<file path="src/rtl/uart_tx_arbiter.sv">
// rtl/uart_tx_arbiter.sv - two-requester packet arbiter feeding a UART transmit FIFO
//
// Grants the UART transmit FIFO to one of two byte-stream requesters at a
// time and holds the grant for a whole packet (until a byte with last=1 is
// accepted). Ties out of IDLE are broken round-robin using last_served.
// A grant whose owner stops presenting bytes for TIMEOUT cycles is revoked.
// Back-pressure (tx_full) with valid held high never counts toward timeout.
//
// Ports:
//   clk            system clock, rising edge
//   reset          asynchronous active-high reset
//   reqN_valid     requester N presents a byte (N = 0, 1)
//   reqN_data      requester N byte
//   reqN_last      requester N byte ends its packet
//   reqN_ready     requester N byte accepted when high together with valid
//   tx_full        UART transmit FIFO full
//   wr_uart        write strobe into the UART transmit FIFO
//   w_data         byte written into the UART transmit FIFO
//   grant          one-hot current owner, 2'b00 when nobody owns the FIFO
//   timeout_pulse  one-cycle pulse when a grant is revoked by timeout

module uart_tx_arbiter #(
    parameter int TIMEOUT     = 1024,
    parameter int TIMEOUT_BIT = 10
) (
    input  logic       clk,
    input  logic       reset,
    input  logic       req0_valid,
    input  logic [7:0] req0_data,
    input  logic       req0_last,
    output logic       req0_ready,
    input  logic       req1_valid,
    input  logic [7:0] req1_data,
    input  logic       req1_last,
    output logic       req1_ready,
    input  logic       tx_full,
    output logic       wr_uart,
    output logic [7:0] w_data,
    output logic [1:0] grant,
    output logic       timeout_pulse
);

    typedef enum logic [1:0] {
        IDLE = 2'd0,
        GNT0 = 2'd1,
        GNT1 = 2'd2
    } state_t;

    localparam logic [TIMEOUT_BIT-1:0] CNT_LIMIT = TIMEOUT_BIT'(TIMEOUT - 1);
    localparam logic [TIMEOUT_BIT-1:0] CNT_MAX   = '1;

    state_t                 state;
    logic                   last_served;
    logic [TIMEOUT_BIT-1:0] idle_cnt;

    logic xfer0;
    logic xfer1;
    logic own_valid;
    logic own_last;
    logic own_xfer;

    // Grant is decoded straight from the state register, so it drops to
    // 2'b00 the moment reset is asserted without waiting for a clock.
    assign grant[0] = (state == GNT0);
    assign grant[1] = (state == GNT1);

    assign req0_ready = grant[0] & ~tx_full;
    assign req1_ready = grant[1] & ~tx_full;

    assign xfer0 = req0_valid & req0_ready;
    assign xfer1 = req1_valid & req1_ready;

    // Zero-latency pass-through: the byte goes to the FIFO in the same cycle
    // it is accepted, so nothing is ever buffered here.
    assign wr_uart = xfer0 | xfer1;

    always_comb begin
        w_data = 8'h00;
        if (grant[0]) begin
            w_data = req0_data;
        end else if (grant[1]) begin
            w_data = req1_data;
        end
    end

    // Signals of whichever requester currently owns the grant.
    assign own_valid = grant[1] ? req1_valid : req0_valid;
    assign own_last  = grant[1] ? req1_last  : req0_last;
    assign own_xfer  = wr_uart;

    always_ff @(posedge clk or posedge reset) begin
        if (reset) begin
            state         <= IDLE;
            last_served   <= 1'b1;
            idle_cnt      <= '0;
            timeout_pulse <= 1'b0;
        end else begin
            timeout_pulse <= 1'b0;
            case (state)
                IDLE: begin
                    idle_cnt <= '0;
                    if (req0_valid && req1_valid) begin
                        state <= last_served ? GNT0 : GNT1;
                    end else if (req0_valid) begin
                        state <= GNT0;
                    end else if (req1_valid) begin
                        state <= GNT1;
                    end
                end
                GNT0, GNT1: begin
                    if (own_xfer) begin
                        idle_cnt <= '0;
                        if (own_last) begin
                            state       <= IDLE;
                            last_served <= (state == GNT1);
                        end
                    end else if (!own_valid) begin
                        if (idle_cnt == CNT_LIMIT) begin
                            state         <= IDLE;
                            last_served   <= (state == GNT1);
                            timeout_pulse <= 1'b1;
                            idle_cnt      <= '0;
                        end else if (idle_cnt != CNT_MAX) begin
                            idle_cnt <= idle_cnt + TIMEOUT_BIT'(1);
                        end
                    end
                    // valid held high while tx_full: counter holds.
                end
                default: begin
                    state    <= IDLE;
                    idle_cnt <= '0;
                end
            endcase
        end
    end

endmodule

</file>
<file path="config.mk">
export PLATFORM = sky130hd
export DESIGN_NAME = uart_tx_arbiter
export DESIGN_NICKNAME = d
export VERILOG_FILES = /design/src/rtl/uart_tx_arbiter.sv
export SDC_FILE = /design/constraint.sdc
export NUM_CORES = 1
export LEC_CHECK = 0
export ABC_AREA = 0
export BUFFER_PORTS_ARGS = -buffer_cell sky130_fd_sc_hd__clkbuf_2
export CAP_MARGIN = 20
export CORE_UTILIZATION = 40
export CTS_BUF_LIST = sky130_fd_sc_hd__clkbuf_4 sky130_fd_sc_hd__clkbuf_8
export DETAILED_ROUTE_END_ITERATION = 12
export PLACE_DENSITY_LB_ADDON = 0.12
export SETUP_SLACK_MARGIN = 0.05
export SYNTH_ARGS = -nofsm -noshare
export SYNTH_HDL_FRONTEND = slang
export SYNTH_SLANG_ARGS = --single-unit
</file>
<file path="constraint.sdc">
create_clock -name clk -period 3.6 [get_ports clk]
set_clock_uncertainty 0.15 [all_clocks]
set_input_delay 0.9 -clock clk [delete_from_list [all_inputs] [get_ports clk]]
set_output_delay 0.9 -clock clk [all_outputs]
set_load 0.01 [all_outputs]
</file>
==> metrics.log, run 1 <==
[metrics] most instantiated cells after synthesis: 14 x nor2_1, 13 x dfrtp_1, 13 x nand2_1
[metrics] cts bufs inserted: 3
[metrics] site row count: 18
[metrics] clock latency of the later-clocked register in the worst-skew pair: roughly 0.28 ns
[metrics] fraction of final layout cells with drive strength greater than 1: 36.2%
[metrics] shortest clock period the worst path allows after layout: between 3 and 4 ns
[metrics] number of antenna violations at the first check in global routing: 0
[metrics] Ports: 37
[metrics] Total Power Consumption: 773 uW
[metrics] area enclosed by the die boundary: around 2800 um2
[metrics] post-route clock period utilization: 86.6%
[metrics] ys flop type: dfrtp_1
[metrics] Post-CTS Resized: 0
[metrics] transition time at the pin with the least slew margin: 0.568 ns
[metrics] synthesized area divided by synthesized cell count: 9.35 um2
[metrics] library cell with the highest instance count after synthesis: nor2_1
[metrics] crit-path most repeated cell: inv_1
[metrics] number of port buffers: 36
[metrics] fraction of registers with async set or reset after synthesis: 100%
[metrics] Hold/Removal Path Class: reg2reg
[metrics] power density over cell area: 603 nW/um2
[metrics] HPWL after detailed placement: 1.78 mm
[metrics] maximum number of pins on one net before global-route repair: 16
[metrics] hold-fix buffers at CTS: 0
[metrics] Max Slew Vio Count: 0
[metrics] fill cell count: 243
[metrics] post-route cell area: approximately 1300 um2
[metrics] result of the run: finished, final reports clean
[metrics] multi-input combinational cell area: 654 um2
[metrics] number of nets in the final layout: 177
[metrics] Die Ht: roughly 53 um
[metrics] worst setup slack before clock tree synthesis: 0.771 ns
[metrics] top cell type's share of synthesized area: a little over 30%
[metrics] setup repair after global routing missed its margin: no
[metrics] area taken by flip-flops and latches: 352 um2
[metrics] Die X-Extent: 53.2 um
[metrics] crit-path max cell delay: around 0.45 ns
[metrics] critical path capture point type: primary output
[metrics] CP cell instances: inv_1, ha_1, inv_1, nor2_1, a22o_1, clkbuf_2
[metrics] ant diodes: 0
[metrics] final setup slack of the worst path: ~0.48 ns
[metrics] largest fanout on the critical path: 11
[metrics] wire length of the first global-routing pass: 3.77 mm
[metrics] DRT Wirelength: 2.28 mm
[metrics] Placement Cell Area: around 1200 um2
[metrics] average wire per cell in the routed design: 12.7 um
[metrics] cell accounting for the most synthesized area: dfrtp_1
[metrics] antenna viol nets, final: 0
[metrics] normalized max-slew margin: 62.2%
[metrics] global-route usage over all layers: about 18%
[metrics] worst vdd rail ir drop: 0.406 mV
[metrics] final setup vio count: 0
[metrics] EDFF count, synth: 0
[metrics] Synth warnings: 0
[metrics] #FFs+latches synth: 14
[metrics] maximum capacitance violations: 0
[metrics] library cells used by synthesis: 33
[metrics] category of the most critical setup path: reg2out
[metrics] CTS tree: built
[metrics] Leak Pwr: 0.616 nW
[metrics] iteration count of the initial detailed-routing pass: 4
[metrics] Worst-path clk slew: 0.08 ns
[metrics] number of instances in the synthesized netlist: 112
[metrics] final weighted congestion of routability-driven global placement: 0.801
[metrics] Max Buffers Root-to-Sink: 2
[metrics] share of the core filled with cells: between 50% and 60%
[metrics] Critical Path AT: 2.07 ns
[metrics] number of global-route vias before repair: between 800 and 900
[metrics] Core Region: about 2500 um2
[metrics] number of clock sinks: 14
[metrics] violation count after the first detailed-route iteration: 15
[metrics] buffers inserted during post-CTS setup optimization: 0
[metrics] type of origin of the critical path: flip-flop
[metrics] total DRC errors in the routed layout: 0
[metrics] worst endpoint required time: 2.55 ns
[metrics] Synth-to-Final Area Change: 22.5%
[metrics] top post-synthesis cells by area: dfrtp_1 31%, a211oi_2 6.0%, a22o_1 5.9%, xnor2_1 5.9%, nor2_1 5.0%
[metrics] final hold violations: 0
[metrics] clock tree root buffer cell: clkbuf_4
[metrics] post-detailed-route via-to-cell ratio: 5.27
[metrics] highest-delay cell along the critical path: ha_1
[metrics] maximum clock rate: 321 MHz
[metrics] area of the mapped netlist: roughly 1000 um2
[metrics] overall via count from detail_route: 943
[metrics] H-tree level count: 1
[metrics] number of nets produced by synthesis: about 140
[metrics] sequential share of the synthesized area: 33.6%
[metrics] Setup TNS Final: 0 ns
[metrics] global route overflow: 0
[metrics] effective utilization at floorplan: 42.3%
## kinds of logic (layout without fill, tap and decap cells)
group | count (synthesis) | in the layout | synth area share, %
and+or+nand+nor | 49 | 49 | 23.9
AOI/OAI and AO/OA | 26 | 26 | 25.0
DFF | 14 | 14 | 33.6
buffers and inverters | 9 | 46 | 3.94
xor gates and xnor gates | 7 | 7 | 5.85
adders and majority gates | 4 | 4 | 4.78
muxes | 3 | 3 | 2.99
## registers in the layout, indices dropped and copies added (netlist names)
register / flops
timeout_pulse: 1
idle_cnt: 10
state: 2
last_served: 1
## layer usage
metal  routed length [um]  vias up  part of all wire [%]  GRT usage [%]
met5                    0        -                     0              0
met4                   12        0                  0.53           3.95
met3                  101        4                   4.4           5.17
met2                 1080       23                    47           30.4
met1                 1090      437                    48           23.8
li1                     -      479                     -              -
## critical path, delay by kind of cell (launching register included)
kind                     cells  cell delay (ns)
AND/OR/NAND/NOR              1             0.38
flip-flops                   1             0.39
buffers and inverters        3             0.36
adder cells (fa/ha/maj)      1             0.45
AO/OA/AOI/OAI                1             0.20
## power breakdown
group	internal, mW	switching, mW	total (mW)	leakage (nW)
combinational	0.174	0.285	0.459	0.406
clock	0.0616	0.0516	0.113	0.0210
sequential	0.185	0.0162	0.201	0.189
## through the flow
stage | hold WS, ns | instances
after detailed placement | 0.365 | 175
final | 0.377 | 179
after floorplan | 0.334 | 112
after CTS | 0.377 | 179
after global placement | 0.356 | 175
after global routing | 0.420 | 179
## final cells by class
| class | instances | share of cell area, % |
|---|---|---|
| Clock buffer | 4 | 2.83 |
| Inverter | 6 | 1.76 |
| Tap cell | 30 | 2.93 |
| Multi-Input combinational cell | 89 | 51.0 |
| Timing Repair Buffer | 36 | 14.0 |
| Sequential cell | 14 | 27.4 |
## cell usage in the layout, fill, tap and decap left out, drive strengths merged, types with 3 or more instances in the layout
master,count
ha,4
inv,6
nor2,15
nand2,13
a22o,7
dfrtp,13
a211oi,5
xnor2,7
nand3,10
o21ai,7
clkbuf,40
nand4,3
## final timing paths
| kind | from | endpoint | slack (ns) | depth (start not counted) |
|---|---|---|---|---|
| setup / recovery | state[0] | w_data[4] | 0.48 | 6 |
| hold / removal | idle_cnt[0] | idle_cnt[0] | 0.38 | 1 |
| setup reg to reg | state[1] | state[1] | 1.30 | 6 |
| hold reg to reg | idle_cnt[0] | idle_cnt[0] | 0.38 | 1 |
| max in group asynchronous | reset | last_served | 2.46 | 2 |
| min in group asynchronous | reset | idle_cnt[4] | 0.47 | 2 |
No activity file was read; power rests on OpenSTA's default activity.
==> run 2, diff against run 1 <==
--- a/config.mk
+++ b/config.mk
@@ -9,8 +9,10 @@
 export BUFFER_PORTS_ARGS = -buffer_cell sky130_fd_sc_hd__clkbuf_2
 export CAP_MARGIN = 20
+export CORE_ASPECT_RATIO = 1.25
 export CORE_UTILIZATION = 40
 export CTS_BUF_LIST = sky130_fd_sc_hd__clkbuf_4 sky130_fd_sc_hd__clkbuf_8
 export DETAILED_ROUTE_END_ITERATION = 12
 export PLACE_DENSITY_LB_ADDON = 0.12
+export REMOVE_ABC_BUFFERS = 1
 export SETUP_SLACK_MARGIN = 0.05
 export SYNTH_ARGS = -nofsm -noshare
==> constraint.sdc (replaced) <==
create_clock -name clk -period 3.6 [get_ports clk]
set_clock_uncertainty 0.15 [all_clocks]
set_input_delay 0.36 -clock clk [delete_from_list [all_inputs] [get_ports clk]]
set_output_delay 0.36 -clock clk [all_outputs]
set_load 0.01 [all_outputs]
==> metrics.log, run 2 (same netlist as run 1, synthesis figures left out) <==
[metrics] result of the run: finished, final reports clean
[metrics] worst endpoint required time: 3.09 ns
[metrics] clock tree root buffer cell: clkbuf_4
[metrics] Critical Path AT: 2.05 ns
[metrics] ant diodes: 0
[metrics] hold-fix buffers at CTS: 1
[metrics] iteration count of the initial detailed-routing pass: 4
[metrics] maximum capacitance violations: 0
[metrics] clock latency of the later-clocked register in the worst-skew pair: 0.28 ns
[metrics] maximum clock rate: 391 MHz
[metrics] Top Registers: idle_cnt: 10 flops, state: 2 flops
[metrics] Leak Pwr: 0.618 nW
[metrics] transition time at the pin with the least slew margin: between 0.5 and 0.6 ns
[metrics] violation count after the first detailed-route iteration: 11
[metrics] max FFs per register: 10
[metrics] Die Ht: 59.2 um
[metrics] Post-CTS Resized: 0
[metrics] average wire per cell in the routed design: around 13 um
[metrics] top register by number of flip-flops: idle_cnt
[metrics] number of global-route vias before repair: slightly above 800
[metrics] post-route cell area: 1290 um2
[metrics] global-route usage over all layers: 16.8%
[metrics] number of port buffers: 36
[metrics] number of antenna violations at the first check in global routing: 0
[metrics] cts bufs inserted: 3
[metrics] Die X-Extent: 47.8 um
[metrics] final hold violations: 0
[metrics] Ports: 37
[metrics] most frequent cells in the layout: 36 x clkbuf_2, 14 x nor2_1, 13 x nand2_1, 13 x dfrtp_1, 10 x nand3_1
[metrics] worst vdd rail ir drop: 0.268 mV
[metrics] H-tree level count: 1
[metrics] Hold/Removal Path Class: in2reg
[metrics] number of clock sinks: 14
[metrics] final setup vio count: 0
[metrics] type of origin of the critical path: flip-flop
[metrics] effective utilization at floorplan: 42.7%
[metrics] Placement Cell Area: roughly 1200 um2
[metrics] HPWL after detailed placement: 1.77 mm
[metrics] fraction of final layout cells with drive strength greater than 1: 36.0%
[metrics] antenna viol nets, final: 0
[metrics] shortest clock period the worst path allows after layout: 2.56 ns
[metrics] largest fanout on the critical path: 11
[metrics] CP cell instances: inv_1, ha_1, inv_1, nor2_1, a22o_1, clkbuf_2
[metrics] area enclosed by the die boundary: between 2000 and 3000 um2
[metrics] wire length of the first global-routing pass: 3.44 mm
[metrics] worst hold-check slack: 0.275 ns
[metrics] Synth-to-Final Area Change: 23.2%
[metrics] Max Slew Vio Count: 0
[metrics] critical path capture point type: primary output
[metrics] DRT Wirelength: 2.32 mm
[metrics] Core Region: 2450 um2
[metrics] Worst-path clk slew: 0.07 ns
[metrics] CTS tree: built
[metrics] post-detailed-route via-to-cell ratio: around 5.3
[metrics] most common library cell in the layout ignoring fill and taps: clkbuf_2
[metrics] category of the most critical setup path: reg2out
[metrics] maximum number of pins on one net before global-route repair: 16
[metrics] number of nets in the final layout: 178
[metrics] Setup TNS Final: 0 ns
[metrics] power density over cell area: 587 nW/um2
[metrics] buffers inserted during post-CTS setup optimization: 0
[metrics] total DRC errors in the routed layout: 0
[metrics] final weighted congestion of routability-driven global placement: 0.799
[metrics] normalized max-slew margin: 62.5%
[metrics] share of the core filled with cells: a little over half
[metrics] crit-path max cell delay: 0.45 ns
[metrics] highest-delay cell along the critical path: ha_1
[metrics] setup repair after global routing missed its margin: no
[metrics] site row count: 20
[metrics] crit-path most repeated cell: inv_1
[metrics] overall via count from detail_route: between 900 and 1000
[metrics] Max Buffers Root-to-Sink: 2
[metrics] post-route clock period utilization: 71.1%
[metrics] global route overflow: 0
run 2: area by class of cell:
| type | count | area, um2 |
|---|---|---|
| timing repair buffer | 37 | 190 |
| sequential | 14 | 352 |
| fill | 249 | 1160 |
| inverter | 6 | 22.5 |
| clock buffer | 4 | 30.0 |
| multi-input combinational | 89 | 654 |
| tap | 33 | 41.3 |
run 2: metal layers:
| metal | part of all wire [%] | up-vias | GRT usage (%) |
|---|---|---|---|
| met1 | 45 | 453 | 19.8 |
| met3 | 4.4 | 4 | 0.915 |
| met4 | 1.5 | 0 | 7.54 |
| li1 | - | 478 | - |
| met2 | 49 | 30 | 29.9 |
| met5 | 0 | - | 0 |
run 2: critical path: cells and delay by family, from the launching register on:
family	cells	cell delay, ns
buffers and inverters	3	0.37
AO/OA/AOI/OAI	1	0.20
flip-flops	1	0.39
AND/OR/NAND/NOR	1	0.36
adder cells (fa/ha/maj)	1	0.45
run 2: per-stage QoR:
stage / setup WS (ns) / power, mW / cells
after floorplan: 1.53 / 0.533 / 109
after global placement: 1.43 / 0.652 / 178
after detailed placement: 1.34 / 0.663 / 178
after CTS: 1.03 / 0.767 / 183
after global routing: 0.878 / 0.826 / 183
final: 1.04 / 0.757 / 183
run 2: worst paths after layout:
kind | from | end | slack (ns) | cells past startpoint
max reg2reg | state[0] | state[0] | 1.38 | 7
min in group asynchronous | reset | idle_cnt[5] | 0.48 | 3
min | req0_valid | state[0] | 0.27 | 3
max | state[0] | w_data[3] | 1.04 | 6
min reg2reg | idle_cnt[0] | idle_cnt[0] | 0.39 | 1
max in group asynchronous | reset | last_served | 2.45 | 3
run 2: report_power, final:
group          leakage (nW)  total (mW)  switching, mW  internal [mW]
clock network        0.0184       0.100         0.0498         0.0506
logic                 0.411       0.456          0.282          0.174
registers             0.189       0.201         0.0163          0.185
total                 0.618       0.757          0.348          0.409
==> run 3, diff against run 2 <==
ABC_AREA = 1   (was 0)
clock period = 2.24 ns   (was 3.6 ns; I/O delays follow)
==> metrics.log, run 3 <==
[metrics] setup repair after global routing missed its margin: no
[metrics] DRT Wirelength: 2.46 mm
[metrics] EDFF count, synth: 0
[metrics] final hold violations: 0
[metrics] violation count after the first detailed-route iteration: 47
[metrics] Internal: 648 uW
[metrics] multi-input combinational cell area: 633 um2
[metrics] number of instances in the synthesized netlist: between 150 and 200
[metrics] site row count: 20
[metrics] Switching Fraction: 47.6%
[metrics] maximum capacitance violations: 0
[metrics] result of the run: finished, final reports clean
[metrics] type of origin of the critical path: flip-flop
[metrics] family with the most delay on the worst path: buffers and inverters
[metrics] post-route cell area: 1350 um2
[metrics] clock network fraction of design power: 14.9%
[metrics] Max Slew Vio Count: 0
[metrics] sequential cell fraction of total power: 28.3%
[metrics] worst vdd rail ir drop: 0.548 mV
[metrics] effective utilization at floorplan: 43.2%
[metrics] sequential share of the synthesized area: between 30% and 40%
[metrics] max FFs per register: 10
[metrics] H-tree level count: 1
[metrics] Core Region: 2500 um2
[metrics] cell accounting for the most synthesized area: dfrtp_1
[metrics] largest fanout on the critical path: 10
[metrics] fill cell count: ~260
[metrics] area enclosed by the die boundary: 2920 um2
[metrics] clock latency of the later-clocked register in the worst-skew pair: 0.28 ns
[metrics] number of clock sinks: 14
[metrics] iteration count of the initial detailed-routing pass: 4
[metrics] Setup TNS Final: 0 ns
[metrics] number of nets in the final layout: between 200 and 250
[metrics] ys flop type: dfrtp_1
[metrics] buffers inserted during post-CTS setup optimization: 0
[metrics] Die Ht: 60.1 um
[metrics] CP cell instances: inv_1, ha_1, buf_4, clkinv_1, nand3_1, nand2_1, clkbuf_2
[metrics] CTS tree: built
[metrics] portion of total power attributed to combinational logic: 56.8%
[metrics] Hold/Removal Path Class: in2reg
[metrics] category of the most critical setup path: reg2out
[metrics] Synth-to-Final Area Change: 24.5%
[metrics] final setup vio count: 0
[metrics] number of buffers and inverters on the critical path: 4
[metrics] normalized max-slew margin: 62.3%
[metrics] average wire per cell in the routed design: 10.4 um
[metrics] shortest clock period the worst path allows after layout: 2.02 ns
[metrics] wire length of the first global-routing pass: between 4 and 5 mm
[metrics] number of antenna violations at the first check in global routing: 0
[metrics] total DRC errors in the routed layout: 0
[metrics] most instantiated cells after synthesis: 55 x nand2_1, 24 x nand3_1, 19 x inv_1
[metrics] worst setup slack before clock tree synthesis: ~0.39 ns
[metrics] share of the core filled with cells: 53.8%
[metrics] #FFs+latches synth: 14
[metrics] final weighted congestion of routability-driven global placement: approximately 0.8
[metrics] Ports: 37
[metrics] Leak Pwr: approximately 0.74 nW
[metrics] Placement Cell Area: 1300 um2
[metrics] transition time at the pin with the least slew margin: 0.565 ns
[metrics] crit-path max cell delay: 0.41 ns
[metrics] fraction of registers with async set or reset after synthesis: 100%
[metrics] area taken by flip-flops and latches: about 350 um2
[metrics] Die X-Extent: 48.5 um
[metrics] cts bufs inserted: 3
[metrics] maximum clock rate: 496 MHz
[metrics] top post-synthesis cells by area: dfrtp_1 30%, nand2_1 19%, nand3_1 11%, inv_1 6.6%, nor2_1 4.9%
[metrics] fraction of final layout cells with drive strength greater than 1: 26.3%
[metrics] area of the mapped netlist: 1080 um2
[metrics] post-detailed-route via-to-cell ratio: 4.93
[metrics] highest-delay cell along the critical path: dfrtp_1
[metrics] post-route clock period utilization: 90.0%
[metrics] maximum number of pins on one net before global-route repair: 15
[metrics] top cell type's share of synthesized area: a little under a third
[metrics] worst endpoint required time: 1.87 ns
[metrics] HPWL after detailed placement: 2.03 mm
[metrics] Synth warnings: 0
[metrics] Post-CTS Resized: 0
[metrics] final setup slack of the worst path: 0.224 ns
[metrics] number of global-route vias before repair: 1095
[metrics] most common library cell in the layout ignoring fill and taps: nand2_1
[metrics] synthesized area divided by synthesized cell count: 6.55 um2
[metrics] number of port buffers: 36
[metrics] switching power total: between 500 and 600 uW
[metrics] overall via count from detail_route: 1174
[metrics] hold-fix buffers at CTS: 1
[metrics] Top Registers: idle_cnt: 10 flops, state: 2 flops
[metrics] antenna viol nets, final: 0
[metrics] top register by number of flip-flops: idle_cnt
[metrics] library cell with the highest instance count after synthesis: nand2_1
[metrics] critical path capture point type: primary output
[metrics] Worst-path clk slew: roughly 0.09 ns
[metrics] ant diodes: 0
[metrics] power density over cell area: 919 nW/um2
[metrics] Max Buffers Root-to-Sink: 2
[metrics] library cells used by synthesis: 24
[metrics] Critical Path AT: 1.64 ns
[metrics] most frequent cells in the layout: 55 x nand2_1, 36 x clkbuf_2, 24 x nand3_1, 19 x inv_1, 14 x nor2_1
[metrics] global-route usage over all layers: 19.2%
[metrics] global route overflow: 0
[metrics] clock tree root buffer cell: clkbuf_4
[run 3: worst register-to-register path: cells and delay by family, from the launching register on]
family	cells	cell delay (ns)
adder cells (fa/ha/maj)	1	0.27
buffers and inverters	2	0.21
flip-flops	1	0.42
AND/OR/NAND/NOR	8	0.72
[run 3: per-layer routing]
layer | vias up | routed length (um) | global-route usage, %
met2 | 51 | 1200 | 34.6
met4 | 0 | 43 | 8.40
met5 | - | 0 | 0
met1 | 513 | 1040 | 23.1
met3 | 5 | 181 | 2.29
li1 | 605 | - | -
[run 3: stage by stage]
| stage | power (mW) | instances | hold slack (ns) |
|---|---|---|---|
| floorplan | 0.836 | 162 | -0.0375 |
| global placement | 1.04 | 233 | 0.122 |
| detailed placement | 1.05 | 233 | 0.128 |
| CTS | 1.24 | 238 | 0.217 |
| global route | 1.35 | 238 | 0.236 |
| finish | 1.24 | 238 | 0.219 |
[run 3: worst paths after layout]
check | from | to | slack, ns | cells past startpoint
max | state[1] | w_data[5] | 0.22 | 7
min | req1_valid | timeout_pulse | 0.22 | 4
max reg2reg | state[0] | state[0] | 0.37 | 11
min reg2reg | last_served | last_served | 0.36 | 2
max in group asynchronous | reset | idle_cnt[0] | 1.20 | 3
min in group asynchronous | reset | state[1] | 0.37 | 3
[run 3: power groups by stage]
stage                     sequential [mW]  combinational (mW)  clock, mW
after floorplan                     0.341               0.496          0
after global placement              0.350               0.689          0
after detailed placement            0.353               0.700          0
after CTS                           0.349               0.705      0.187
after global routing                0.357               0.795      0.199
final                               0.350               0.702      0.185
[run 3: final cells by class]
type | instances | share of cell area [%]
Timing Repair Buffer | 39 | 15.2
Tap cell | 33 | 3.07
Multi-Input combinational cell | 127 | 47.0
Inverter | 21 | 5.86
Clock buffer | 4 | 2.70
Sequential cell | 14 | 26.1
[run 3: cell families after synthesis]
kind of cell               share of synthesized area, %
and+or+nand+nor                                    46.4
buffers and inverters                              8.91
DFF                                                32.5
AOI/OAI and AO/OA                                  5.90
adders and majority gates                          4.63
xor gates and xnor gates                           1.62
